## src/rtl/time_set_controller_pkg.sv

```systemverilog
// Shared types and constants for the HH:MM time-setting controller.
// Digit limits and the dash code are used by both the FSM and the testbench.
package time_set_controller_pkg;

   typedef enum logic [2:0] {
      StRun,
      StEditH10,
      StEditH1,
      StEditM10,
      StEditM1
   } state_e;

   localparam logic [3:0] DIGIT_DASH = 4'hF;
   localparam logic [3:0] H10_MAX    = 4'd2;
   localparam logic [3:0] H1_MAX     = 4'd9;
   localparam logic [3:0] H1_MAX_20  = 4'd3;
   localparam logic [3:0] M10_MAX    = 4'd5;
   localparam logic [3:0] M1_MAX     = 4'd9;

   // Wraps to 0 at or above the limit so an out-of-range digit self-corrects.
   function automatic logic [3:0] bcd_inc(input logic [3:0] value, input logic [3:0] max);
      return (value >= max) ? 4'd0 : value + 4'd1;
   endfunction

endpackage

```

## src/rtl/time_set_controller_if.sv

```systemverilog
// Button, live-time, display and load signals between the time-setting controller
// and its neighbours (debouncers, timekeeper, segment mux).
interface time_set_controller_if;

   logic       btn_mode;
   logic       btn_next;
   logic       btn_inc;
   logic [3:0] cur_h10;
   logic [3:0] cur_h1;
   logic [3:0] cur_m10;
   logic [3:0] cur_m1;
   logic [3:0] disp0;
   logic [3:0] disp1;
   logic [3:0] disp2;
   logic [3:0] disp3;
   logic       load;
   logic [3:0] load_h10;
   logic [3:0] load_h1;
   logic [3:0] load_m10;
   logic [3:0] load_m1;
   logic       editing;

   modport master (
      output btn_mode, btn_next, btn_inc, cur_h10, cur_h1, cur_m10, cur_m1,
      input  disp0, disp1, disp2, disp3, load, load_h10, load_h1, load_m10, load_m1, editing
   );

   modport slave (
      input  btn_mode, btn_next, btn_inc, cur_h10, cur_h1, cur_m10, cur_m1,
      output disp0, disp1, disp2, disp3, load, load_h10, load_h1, load_m10, load_m1, editing
   );

endinterface

```

## src/rtl/time_set_controller_blink_timer.sv

```systemverilog
// Blink prescaler, blink phase and idle half-period counter for the edit display.
// phase=0 is the visible half; timeout rises once TIMEOUT_HALFS idle toggles elapsed.
module time_set_controller_blink_timer #(
   parameter int unsigned BLINK_DIV     = 250000,
   parameter int unsigned TIMEOUT_HALFS = 40
) (
   input  logic clock,
   input  logic reset_n,
   input  logic enable,
   input  logic restart,
   output logic phase,
   output logic timeout
);

   localparam int unsigned PrescW = (BLINK_DIV > 1) ? $clog2(BLINK_DIV) : 1;
   localparam int unsigned IdleW  = (TIMEOUT_HALFS > 0) ? $clog2(TIMEOUT_HALFS + 1) : 1;
   localparam logic [PrescW-1:0] PrescLast = PrescW'(BLINK_DIV - 1);
   localparam logic [IdleW-1:0]  IdleLimit = IdleW'(TIMEOUT_HALFS);

   logic [PrescW-1:0] presc_q;
   logic [IdleW-1:0]  idle_q;
   logic              phase_q;

   always_ff @(posedge clock or negedge reset_n) begin
      if (!reset_n) begin
         presc_q <= '0;
         idle_q  <= '0;
         phase_q <= 1'b0;
      end else if (!enable || restart) begin
         presc_q <= '0;
         idle_q  <= '0;
         phase_q <= 1'b0;
      end else if (presc_q == PrescLast) begin
         presc_q <= '0;
         phase_q <= ~phase_q;
         // Saturate so timeout stays asserted until the FSM leaves edit.
         if (idle_q != IdleLimit) begin
            idle_q <= idle_q + 1'b1;
         end
      end else begin
         presc_q <= presc_q + 1'b1;
      end
   end

   assign phase   = phase_q;
   assign timeout = (idle_q == IdleLimit);

endmodule

```

## src/rtl/time_set_controller.sv

```systemverilog
// HH:MM time-setting controller: passes live digits to the display in RUN and runs a
// four-digit edit FSM with blinking selection, increment, commit and idle timeout.
module time_set_controller
   import time_set_controller_pkg::*;
#(
   parameter int unsigned BLINK_DIV     = 250000,
   parameter int unsigned TIMEOUT_HALFS = 40
) (
   input  logic                 clock,
   input  logic                 reset_n,
   time_set_controller_if.slave bus
);

   state_e     state_q;
   logic [3:0] h10_q, h1_q, m10_q, m1_q;
   logic [3:0] disp0_q, disp1_q, disp2_q, disp3_q;
   logic [3:0] load_h10_q, load_h1_q, load_m10_q, load_m1_q;
   logic       load_q;
   logic       editing_q;
   logic       edit_active;
   logic       any_btn;
   logic       phase;
   logic       timeout;
   logic [3:0] h10_inc;

   assign edit_active = (state_q != StRun);
   assign any_btn     = bus.btn_mode | bus.btn_next | bus.btn_inc;
   assign h10_inc     = bcd_inc(h10_q, H10_MAX);

   time_set_controller_blink_timer #(
      .BLINK_DIV     (BLINK_DIV),
      .TIMEOUT_HALFS (TIMEOUT_HALFS)
   ) u_blink_timer (
      .clock   (clock),
      .reset_n (reset_n),
      .enable  (edit_active),
      .restart (any_btn),
      .phase   (phase),
      .timeout (timeout)
   );

   always_ff @(posedge clock or negedge reset_n) begin
      if (!reset_n) begin
         state_q    <= StRun;
         h10_q      <= 4'd0;
         h1_q       <= 4'd0;
         m10_q      <= 4'd0;
         m1_q       <= 4'd0;
         disp0_q    <= DIGIT_DASH;
         disp1_q    <= DIGIT_DASH;
         disp2_q    <= DIGIT_DASH;
         disp3_q    <= DIGIT_DASH;
         load_q     <= 1'b0;
         load_h10_q <= 4'd0;
         load_h1_q  <= 4'd0;
         load_m10_q <= 4'd0;
         load_m1_q  <= 4'd0;
         editing_q  <= 1'b0;
      end else begin
         load_q    <= 1'b0;
         editing_q <= edit_active;
         if (state_q == StRun) begin
            disp0_q <= bus.cur_h10;
            disp1_q <= bus.cur_h1;
            disp2_q <= bus.cur_m10;
            disp3_q <= bus.cur_m1;
            if (bus.btn_mode) begin
               h10_q   <= bus.cur_h10;
               h1_q    <= bus.cur_h1;
               m10_q   <= bus.cur_m10;
               m1_q    <= bus.cur_m1;
               state_q <= StEditH10;
            end
         end else begin
            disp0_q <= (state_q == StEditH10 && phase) ? DIGIT_DASH : h10_q;
            disp1_q <= (state_q == StEditH1  && phase) ? DIGIT_DASH : h1_q;
            disp2_q <= (state_q == StEditM10 && phase) ? DIGIT_DASH : m10_q;
            disp3_q <= (state_q == StEditM1  && phase) ? DIGIT_DASH : m1_q;
            // Buttons take precedence over a coincident timeout.
            if (bus.btn_mode) begin
               load_q     <= 1'b1;
               load_h10_q <= h10_q;
               load_h1_q  <= h1_q;
               load_m10_q <= m10_q;
               load_m1_q  <= m1_q;
               state_q    <= StRun;
            end else if (bus.btn_next) begin
               case (state_q)
                  StEditH10: state_q <= StEditH1;
                  StEditH1:  state_q <= StEditM10;
                  StEditM10: state_q <= StEditM1;
                  default:   state_q <= StEditH10;
               endcase
            end else if (bus.btn_inc) begin
               case (state_q)
                  StEditH10: begin
                     h10_q <= h10_inc;
                     if (h10_inc == H10_MAX && h1_q > H1_MAX_20) begin
                        h1_q <= H1_MAX_20;
                     end
                  end
                  StEditH1:  h1_q  <= bcd_inc(h1_q, (h10_q == H10_MAX) ? H1_MAX_20 : H1_MAX);
                  StEditM10: m10_q <= bcd_inc(m10_q, M10_MAX);
                  StEditM1:  m1_q  <= bcd_inc(m1_q, M1_MAX);
                  default:   ;
               endcase
            end else if (timeout) begin
               state_q <= StRun;
            end
         end
      end
   end

   assign bus.disp0    = disp0_q;
   assign bus.disp1    = disp1_q;
   assign bus.disp2    = disp2_q;
   assign bus.disp3    = disp3_q;
   assign bus.load     = load_q;
   assign bus.load_h10 = load_h10_q;
   assign bus.load_h1  = load_h1_q;
   assign bus.load_m10 = load_m10_q;
   assign bus.load_m1  = load_m1_q;
   assign bus.editing  = editing_q;

endmodule
```

## src/flat_wrapper.sv

```systemverilog
// flat-port wrapper written by rule: the top's interface ports become plain ports
module time_set_controller_flat import time_set_controller_pkg::*;
#(
   parameter int unsigned BLINK_DIV     = 250000,
   parameter int unsigned TIMEOUT_HALFS = 40
)
  (clock, reset_n, bus_btn_mode, bus_btn_next, bus_btn_inc, bus_cur_h10, bus_cur_h1, bus_cur_m10, bus_cur_m1, bus_disp0, bus_disp1, bus_disp2, bus_disp3, bus_load, bus_load_h10, bus_load_h1, bus_load_m10, bus_load_m1, bus_editing);
  time_set_controller_if bus_i ();
  input  logic clock;
  input  logic reset_n;
  input wire logic [$bits(bus_i.btn_mode)-1:0] bus_btn_mode;
  input wire logic [$bits(bus_i.btn_next)-1:0] bus_btn_next;
  input wire logic [$bits(bus_i.btn_inc)-1:0] bus_btn_inc;
  input wire logic [$bits(bus_i.cur_h10)-1:0] bus_cur_h10;
  input wire logic [$bits(bus_i.cur_h1)-1:0] bus_cur_h1;
  input wire logic [$bits(bus_i.cur_m10)-1:0] bus_cur_m10;
  input wire logic [$bits(bus_i.cur_m1)-1:0] bus_cur_m1;
  output wire logic [$bits(bus_i.disp0)-1:0] bus_disp0;
  output wire logic [$bits(bus_i.disp1)-1:0] bus_disp1;
  output wire logic [$bits(bus_i.disp2)-1:0] bus_disp2;
  output wire logic [$bits(bus_i.disp3)-1:0] bus_disp3;
  output wire logic [$bits(bus_i.load)-1:0] bus_load;
  output wire logic [$bits(bus_i.load_h10)-1:0] bus_load_h10;
  output wire logic [$bits(bus_i.load_h1)-1:0] bus_load_h1;
  output wire logic [$bits(bus_i.load_m10)-1:0] bus_load_m10;
  output wire logic [$bits(bus_i.load_m1)-1:0] bus_load_m1;
  output wire logic [$bits(bus_i.editing)-1:0] bus_editing;
  assign bus_i.btn_mode = bus_btn_mode;
  assign bus_i.btn_next = bus_btn_next;
  assign bus_i.btn_inc = bus_btn_inc;
  assign bus_i.cur_h10 = bus_cur_h10;
  assign bus_i.cur_h1 = bus_cur_h1;
  assign bus_i.cur_m10 = bus_cur_m10;
  assign bus_i.cur_m1 = bus_cur_m1;
  assign bus_disp0 = bus_i.disp0;
  assign bus_disp1 = bus_i.disp1;
  assign bus_disp2 = bus_i.disp2;
  assign bus_disp3 = bus_i.disp3;
  assign bus_load = bus_i.load;
  assign bus_load_h10 = bus_i.load_h10;
  assign bus_load_h1 = bus_i.load_h1;
  assign bus_load_m10 = bus_i.load_m10;
  assign bus_load_m1 = bus_i.load_m1;
  assign bus_editing = bus_i.editing;
  time_set_controller #(.BLINK_DIV(BLINK_DIV), .TIMEOUT_HALFS(TIMEOUT_HALFS)) u_core (.clock(clock), .reset_n(reset_n), .bus(bus_i));
endmodule
```

## config.mk

```make
export PLATFORM = sky130hd
export DESIGN_NAME = time_set_controller_flat
export DESIGN_NICKNAME = d
export VERILOG_FILES = /design/src/rtl/time_set_controller_pkg.sv /design/src/rtl/time_set_controller_if.sv /design/src/rtl/time_set_controller_blink_timer.sv /design/src/rtl/time_set_controller.sv /design/src/flat_wrapper.sv
export SDC_FILE = /design/constraint.sdc
export NUM_CORES = 1
export LEC_CHECK = 0
export CAP_MARGIN = 10
export CORE_AREA = 2 2 104 106
export DETAILED_ROUTE_END_ITERATION = 6
export DIE_AREA = 0 0 106 108
export PLACE_DENSITY_LB_ADDON = 0.15
export SLEW_MARGIN = 10
export SYNTH_ARGS = -nofsm -noshare
export SYNTH_HDL_FRONTEND = slang
export SYNTH_SLANG_ARGS = --single-unit
```

## constraint.sdc

```tcl
create_clock -name clock -period 2.9 [get_ports clock]
set_input_delay 0.29 -clock clock [delete_from_list [all_inputs] [get_ports clock]]
set_output_delay 0.29 -clock clock [all_outputs]
set_load 0.01 [all_outputs]
```

======== Word level (Yosys, flattened, before mapping) ========
Index checks and enable logic that the tools add are counted.
word-level totals
  bits of input ports ..................... 21
  output and inout bits ................... 34
  logic and storage cells ................. 125
  flip-flop bits (word level) ............. 78
cells by class
  multiplexer cells ....................... 54
  bitwise operators ....................... 4
  $add $sub $neg .......................... 6
  reduce and logical (&&, ||, !) cells .... 24
  $lt $le $gt $ge ......................... 5
  eq/ne operators ......................... 14
operators with widths
  operator                                             number
  2-to-1 mux 4 bit                                     37
  2-to-1 mux 18 bit                                    2
  adder 18 x 1 -> 18 bit, second input constant        1
  equality test 18 bit, second input constant          1
  2-to-1 mux 3 bit                                     6
  2-to-1 mux 6 bit                                     3
  adder 4 x 1 -> 4 bit, second input constant          4
  AND reduction 5 bit                                  3
  nonzero test 2 bit                                   6
  one-hot mux 3 bit (3 select lines)                   1
  nonzero test 3 bit                                   3
  equality test 4 x 2 -> 1 bit, second input constant  2
  one-hot mux 4 bit (2 select lines)                   1
  adder 6 x 1 -> 6 bit, second input constant          1
  equality test 3 x 2 -> 1 bit, second input constant  2
  equality test 6 bit, second input constant           1
  != test 3 bit, second input constant                 2
  != test 6 bit, second input constant                 1
  AND reduction 6 bit                                  1
  logical AND 1 bit                                    5
  >= comparator 4 x 2 -> 1 bit, second input constant  1
  >= comparator 4 x 3 -> 1 bit, second input constant  1
  >= comparator 4 bit                                  1
  >= comparator 4 bit, second input constant           1
  other kinds (13)                                     20

======== Logic depth before layout (Yosys ltp) ========
  word-level depth ........................ 10
  mapped depth ............................ 11
  gate-level depth less buffers ........... 8

======== Modules after synthesis ========
From an unflattened synthesis, not the netlist that was laid out.
second synthesis, totals
  cell total of the unflattened synthesis .. 393
  area, all modules ....................... 3978.8 um^2
by module, submodules not included
  module                           instances  cells an instance  area an instance (um^2)
  time_set_controller              1          250                2641.3
  time_set_controller_blink_timer  1          143                1337.5

======== Worst setup path after synthesis ========
OpenSTA, ideal clock, no wires.
  kind .................................... reg2reg
  from .................................... reg u_core.state_q[2]
  to ...................................... reg u_core.h1_q[1]
  required time ........................... 2.775 ns
  stages on the path, launching flop included .. 12
  clock period less this slack ............ 2.874 ns
  data arrival time ....................... 2.749 ns
  slack ................................... 0.026 ns
  setup time .............................. 0.125 ns
  cells stage by stage .................... dfrtp_1 clkbuf_1 or3_1 clkbuf_1 inv_1 clkbuf_1 clkbuf_1 ha_1 nor2b_1 a31oi_1 a311o_1 mux2_4
between the ends
  word-level cells in the longest chain between the ends .. 6
  elaborated cells on any way between the ends .. 13
RTL lines
  element                                                                              RTL line                    source
  from (decl)                                                                          time_set_controller.sv:14   state_e state_q;
  from (signal assigned)                                                               time_set_controller.sv:44   state_q <= StRun;
  from (signal assigned)                                                               time_set_controller.sv:72   state_q <= StEditH10;
  from (signal assigned)                                                               time_set_controller.sv:86   state_q <= StRun;
  equality test 3 x 2 -> 1 bit / equality test 3 x 1 -> 1 bit (equally long branches)  time_set_controller.sv:95   case (state_q)
  one-hot mux 4 bit (2 select lines)                                                   time_set_controller.sv:95
  2-to-1 mux 4 bit                                                                     time_set_controller.sv:94   end else if (bus.btn_inc) begin
  2-to-1 mux 4 bit                                                                     time_set_controller.sv:87   end else if (bus.btn_next) begin
  2-to-1 mux 4 bit                                                                     time_set_controller.sv:80   if (bus.btn_mode) begin
  2-to-1 mux 4 bit                                                                     time_set_controller.sv:62   if (state_q == StRun) begin
  to (signal assigned)                                                                 time_set_controller.sv:69   h1_q <= bus.cur_h1;
  to (signal assigned)                                                                 time_set_controller.sv:102  StEditH1: h1_q <= bcd_inc(h1_q, (h10_q == H10_MAX) ? H1_MAX_20 : H1_MAX);
  to (decl)                                                                            time_set_controller.sv:15   logic [3:0] h10_q, h1_q, m10_q, m1_q;
Parallel ways exist; a longest one is shown, timed or not. The select of a mux whose other input is x is not followed.
A chain may end at the register's enable or synchronous reset.

======== Worst setup path in the final report ========
  from .................................... reg u_core.h10_q[0]
  to ...................................... reg u_core.h1_q[1]
between the ends
  word-level cells in the longest chain between the ends .. 9
  elaborated cells on any way between the ends .. 16
RTL lines
  element                             RTL line                       source
  from (decl)                         time_set_controller.sv:15
  from (signal assigned)              time_set_controller.sv:68      h10_q <= bus.cur_h10;
  from (signal assigned)              time_set_controller.sv:97      h10_q <= h10_inc;
  equality test 4 x 2 -> 1 bit        time_set_controller.sv:102
  2-to-1 mux 4 bit                    time_set_controller.sv:102
  >= comparator 4 bit                 time_set_controller_pkg.sv:22  return (value >= max) ? 4'd0 : value + 4'd1;
  2-to-1 mux 4 bit                    time_set_controller_pkg.sv:22
  one-hot mux 4 bit (2 select lines)  time_set_controller.sv:95
  2-to-1 mux 4 bit                    time_set_controller.sv:94
  2-to-1 mux 4 bit                    time_set_controller.sv:87
  2-to-1 mux 4 bit                    time_set_controller.sv:80
  2-to-1 mux 4 bit                    time_set_controller.sv:62
Parallel ways exist; a longest one is shown, timed or not. The select of a mux whose other input is x is not followed.

==> flow_metrics.tcl <==
set metrics [dict create \
    synth.yosys.seq_area_share_pct 49.3 \
    io_buffers 54 \
    clk_latency_ns 0.35 \
    tritoncts_num_sinks 78 \
    ff2ff_setup_slack_ns 0.35 \
    die_area_mm2 0.0114 \
    boundaryPins 55 \
    hpwl_um 6260 \
    power_density_mw_per_mm2 959 \
    grt_util_all_layers_pct 16.5 \
    post-cts-setup-buffer-count 0 \
    area_growth_syn_to_layout_pct 23.1 \
    worst-path-max-fanout 5 \
    drive_gt1_share_pct 14.4 \
    ys_types 50 \
    synth_async_reset_ratio_pct 100 \
    cts_tree "yes" \
    reg2regPathDepth 6 \
    cts-root-buf "sky130_fd_sc_hd__clkbuf_8" \
    mappedNetlistArea_mm2 0.00400 \
    drv_slew 0 \
    grt_pass1_vias 2997 \
    detailedRoute.firstIterationViolations 109 \
    timing.critical_path.from "u_core.h10_q[0]" \
    max-slew-margin-rel_pct 36.0 \
    h-tree-depth 3 \
    globalplace.congestion 0.806 \
    layout_fillers 961 \
    grt_antenna_before_repair 0 \
    worst_ep_required_time_ns 3.14 \
    status "complete, no violations" \
    min-delay-path-class "input port to asynchronous set/reset pin" \
    r2r-start "u_core.h10_q[0]" \
    post_cts_hold_buffer_count 0 \
    route.vias.total 3139 \
    fp.coreArea_mm2 0.0102 \
    largest_register_ff_count 18 \
    antenna-diode-count 0 \
    routed_wl_um 8960 \
    rsz0062_at_grt "no" \
    crit_arrival_ns 2.80 \
    ys_ff_latch 78 \
    worst-setup-path-type "flip-flop to flip-flop" \
    post_cts_resized 0 \
    dieWidth_um 106 \
    ctsLongestPathBuffers 2 \
    start_util_pct 39.1 \
    post-route-min-period_ns 2.55 \
    grt.overflow.total 0 \
    timing_worst_slew_pin_value_ns 0.960 \
    die_height_um 108 \
    max_flop_register "u_core.u_blink_timer.presc_q" \
    maxClockFrequency_mhz 392 \
    synthesized_netlist_net_count 421 \
    period_share_pct 88.0 \
    worst_r2r_endpoint "u_core.h1_q[1]" \
    synthCells 384 \
    critPathLaunchType "flip-flop" \
    count_of_placed_standard_cells_including_taps 565 \
    path_clk_slew_ns 0.08 \
    reg.largest.list "u_core.u_blink_timer.presc_q: 18 flops, u_core.u_blink_timer.idle_q: 6 flops" \
    crit_path_end_kind "flip-flop" \
    detail_route.first_pass.iterations 4 \
    routed_wire_length_per_instance_um 15.5 \
    setup-violations-final 0 \
    grt_start_max_net_pins 79 \
    design.final.nets 477 \
    syn-mean-instance-area_um2 10.4 \
    postRouteAntennaNets 0 \
    postSynth.topFlopCell "sky130_fd_sc_hd__dfrtp_1" \
    ir_worst_vdd_mv 0.455 \
    p_leak_nw 2.01 \
    core.rowCount 37 \
    timing.final.hold_violations 0 \
    number_of_buffers_inserted_during_clock_tree_synthesis 9 \
    fin_skew_ns 0.0125 \
    grt_first_pass_wirelength_um 14900 \
    ys_warn_count 0 \
    drc_errors 0 \
    final_cell_count_no_fill 580 \
    synth_enable_flop_cells 0 \
    drv_cap 0 \
    fin_tns_setup_ns 0 \
    vias_per_cell 5.41 \
]
[metrics by stage]
step | setup slack [ns] | area (um2) | util, % | hold WS, ns | total power, mW
CTS | 0.335 | 4930 | 48.2 | 0.137 | 4.78
finish | 0.347 | 4930 | 48.2 | 0.0996 | 4.73
global placement | 0.403 | 4700 | 45.9 | 0.479 | 3.78
floorplan | 0.0259 | 4000 | - | -0.00559 | 2.96
detailed placement | 0.345 | 4700 | 45.9 | 0.487 | 3.80
global route | 0.247 | 4930 | 48.2 | 0.176 | 5.07
[final cells by class]
class                           count  area (um2)  area share [%]
Clock buffer                       10         128            2.59
Clock inverter                      5         100            2.03
Inverter                           26        97.6            1.98
Multi-Input combinational cell    265        1880            38.1
Sequential cell                    78        1970            40.0
Tap cell                          136         170            3.45
Timing Repair Buffer               60         583            11.8
[cell usage in the layout, fill, tap and decap left out, drive strengths merged, types with 7 or more instances in the layout]
master / n
ha: 16
o22a: 9
nand2: 25
o21ai: 17
nand3: 15
mux2: 22
or3: 8
inv: 26
buf: 7
xnor2: 11
nor2: 25
a22oi: 10
mux2i: 8
dfrtp: 62
clkdlybuf4s50: 53
or4: 7
dfstp: 16
a21oi: 12
o31ai: 8
clkbuf: 10
nor3: 7
[worst max-delay path: stages (launching register included)]
cell and delay (ns):
sky130_fd_sc_hd__dfrtp_1 0.42, sky130_fd_sc_hd__inv_1 0.10, sky130_fd_sc_hd__ha_1 0.22, sky130_fd_sc_hd__or4_4 0.44
sky130_fd_sc_hd__or4_1 0.51, sky130_fd_sc_hd__a311o_1 0.45, sky130_fd_sc_hd__mux2_4 0.32
[metal layers]
| layer | wire length (um) | vias to the layer above | track usage (%) |
|---|---|---|---|
| li1 | - | 1524 | - |
| met5 | 0 | - | 0 |
| met2 | 4060 | 60 | 24.6 |
| met3 | 241 | 11 | 2.47 |
| met1 | 4490 | 1544 | 23.9 |
| met4 | 167 | 0 | 7.52 |
[cells in the mapped netlist (6+ instances only)]
library cell | instances | share of area, %
sky130_fd_sc_hd__dfrtp_1 | 62 | 39
sky130_fd_sc_hd__or4_1 | 6 | 1.1
sky130_fd_sc_hd__clkbuf_1 | 14 | 1.3
sky130_fd_sc_hd__mux2_2 | 21 | 5.9
sky130_fd_sc_hd__xnor2_1 | 11 | 2.4
sky130_fd_sc_hd__o22a_1 | 9 | 2.0
sky130_fd_sc_hd__a22oi_1 | 10 | 1.9
sky130_fd_sc_hd__nor3_1 | 7 | 0.87
sky130_fd_sc_hd__ha_1 | 16 | 5.0
sky130_fd_sc_hd__inv_1 | 26 | 2.4
sky130_fd_sc_hd__or3_1 | 8 | 1.3
sky130_fd_sc_hd__o31ai_1 | 8 | 1.5
sky130_fd_sc_hd__mux2i_1 | 8 | 2.0
sky130_fd_sc_hd__dfstp_2 | 16 | 10
sky130_fd_sc_hd__nor2_1 | 25 | 2.3
sky130_fd_sc_hd__o21ai_0 | 16 | 2.0
sky130_fd_sc_hd__nand2_1 | 25 | 2.3
sky130_fd_sc_hd__a21oi_1 | 12 | 1.5
sky130_fd_sc_hd__nand3_1 | 15 | 1.9
[worst max-delay path by stage]
stage / endpoint / slack, ns / cells past startpoint
global placement: u_core.h1_q[1] / 0.40 / 6
CTS: u_core.h1_q[1] / 0.34 / 6
detailed placement: u_core.h1_q[1] / 0.35 / 6
global route: u_core.h1_q[1] / 0.25 / 6
finish: u_core.h1_q[1] / 0.35 / 6
floorplan: u_core.h1_q[1] / 0.03 / 11
[power by group]
group | leakage [nW] | switching [mW] | internal (mW) | total, mW
sequential | 0.975 | 0.266 | 1.50 | 1.77
clock | 0.116 | 0.384 | 0.565 | 0.949
combinational | 0.917 | 0.985 | 1.02 | 2.01
[cell families (layout without fill, tap and decap cells)]
| logic type | count (synthesis) | in the layout | synth area share [%] |
|---|---|---|---|
| buffers and inverters | 41 | 101 | 3.84 |
| AOI/OAI and AO/OA | 85 | 85 | 14.9 |
| xor gates and xnor gates | 13 | 13 | 2.84 |
| and+or+nand+nor | 121 | 121 | 15.9 |
| adders and majority gates | 16 | 16 | 5.00 |
| DFF | 78 | 78 | 49.2 |
| muxes | 30 | 30 | 8.28 |
Note: power is estimated with default switching activity, not from simulation.
==> RTL edit: new RTL, same flow settings <==
Change the package constant `H1_MAX` from 4'd9 to 4'd4.
--- a/src/rtl/time_set_controller_pkg.sv
+++ b/src/rtl/time_set_controller_pkg.sv
@@ -14,3 +14,3 @@
    localparam logic [3:0] H10_MAX    = 4'd2;
-   localparam logic [3:0] H1_MAX     = 4'd9;
+   localparam logic [3:0] H1_MAX     = 4'd4;
    localparam logic [3:0] H1_MAX_20  = 4'd3;
Formal check against the unedited RTL: not equivalent (Yosys sat finds a counterexample within 10 cycles, from zero or initial values and one cycle with reset_n low).
==> RTL edit against the unedited design <==
- final area fell by 3.5%
- worst hold slack worse by 24 ps
- wire length is 9.8% lower
- first-iteration DRC count down 2.8%
- setup slack improved by 170 ps
- sequential cell count unchanged
- synthesized area is 4.4% lower
- power down 3.7%
- sequential power about the same
- largest power group unchanged
- highest routed layer unchanged
==> RTL edit: results (changes against the unedited design) <==
| Metric | Value |
|---|---|
| Status | finished, final reports clean (unchanged) |
| Slowest cell on the critical path | dfrtp_1 (was or4_1) |
| All-layer global routing usage | 15.3% (was 16.5%) |
| Filler cells | 977 (was 961) |
| Met2 routed WL | 3590 um (was 4060 um) |
| Wire length on met3 | 308 um (was 241 um) |
| First-pass GRT wire length | 13,900 um (was 14,900 um) |
| Biggest cell delay along the critical path | 430 ps (was 510 ps) |
| Top cells by count, synth | dfrtp_1, nor2_1, nand2_1 (was dfrtp_1, inv_1, nand2_1, nor2_1, mux2_2) |
| Pleak | 2.00 nW (was 2.01 nW) |
| Total wire length | 8090 um (was 8960 um) |
| Max-Slew Margin vs Limit | 36.6% (was 36.0%) |
| FF-to-FF path depth | 9 (was 6) |
| Fin util | 46.5% (was 48.2%) |
| Clk cell area share | 4.74% (was 4.62%) |
| Pre-CTS setup slack | 496 ps (was 345 ps) |
| Synth cell types | 53 (was 50) |
| Worst Setup EP | u_core.h1_q[3]$_DFFE_PN0P_ (was u_core.h1_q[1]$_DFFE_PN0P_) |
| Met2 Use GR | 23.0% (was 24.6%) |
| CP Max Fanout | 6 (was 5) |
| Met1 Track Usage GR | 21.4% (was 23.9%) |
| Final Net Count | 468 (was 477) |
| GP Congestion | 0.916 (was 0.806) |
| Vias post-DR | 2,893 (was 3,139) |
| Layout cell share with drive strength beyond 1 | 15.1% (was 14.4%) |
| Sequential portion of the cell area | 41.5% (was 40.0%) |
| Sequential area share after synthesis | 51.5% (was 49.3%) |
| Max Clock Skew | 9.03 ps (was 12.5 ps) |
| Family with the most delay on the worst path | compound AO/OA/AOI/OAI gates (was simple AND/OR/NAND/NOR gates) |
| GR Layer Usage met3 | 3.13% (was 2.47%) |
| Non-filler cells, final | 573 (was 580) |
| Fraction of area in multi-input gates | 37.0% (was 38.1%) |
| Ranking of synthesized cells by area | dfrtp_1, dfstp_2, mux2_2, nor2_1, ha_1 (was dfrtp_1, dfstp_2, mux2_2, ha_1, inv_1) |
RTL edit: cell families (layout without fill, tap and decap cells):
group	count (synthesis)	in the layout	share of synthesized area [%]
multiplexers	25	25	7.33
adder cells (fa/ha/maj)	15	15	4.91
buffers and inverters	24	90	2.48
AND/OR/NAND/NOR	144	144	18.4
flip-flops	78	78	51.5
XOR/XNOR	20	20	4.58
AO/OA/AOI/OAI	65	65	10.8
RTL edit: report_power, final:
| part | internal (mW) | total, mW | switching [mW] | leakage, nW |
|---|---|---|---|---|
| logic | 0.960 | 1.87 | 0.906 | 0.911 |
| clock network | 0.530 | 0.913 | 0.384 | 0.116 |
| registers | 1.50 | 1.77 | 0.273 | 0.973 |
RTL edit: worst register-to-register path, delay by kind of cell, from the launching register on:
| family | cells | cell delay, ps |
|---|---|---|
| fa+ha+maj | 2 | 450 |
| flops | 1 | 430 |
| mux | 1 | 260 |
| buf+inv | 1 | 100 |
| compound gates | 3 | 550 |
| simple gates | 2 | 490 |
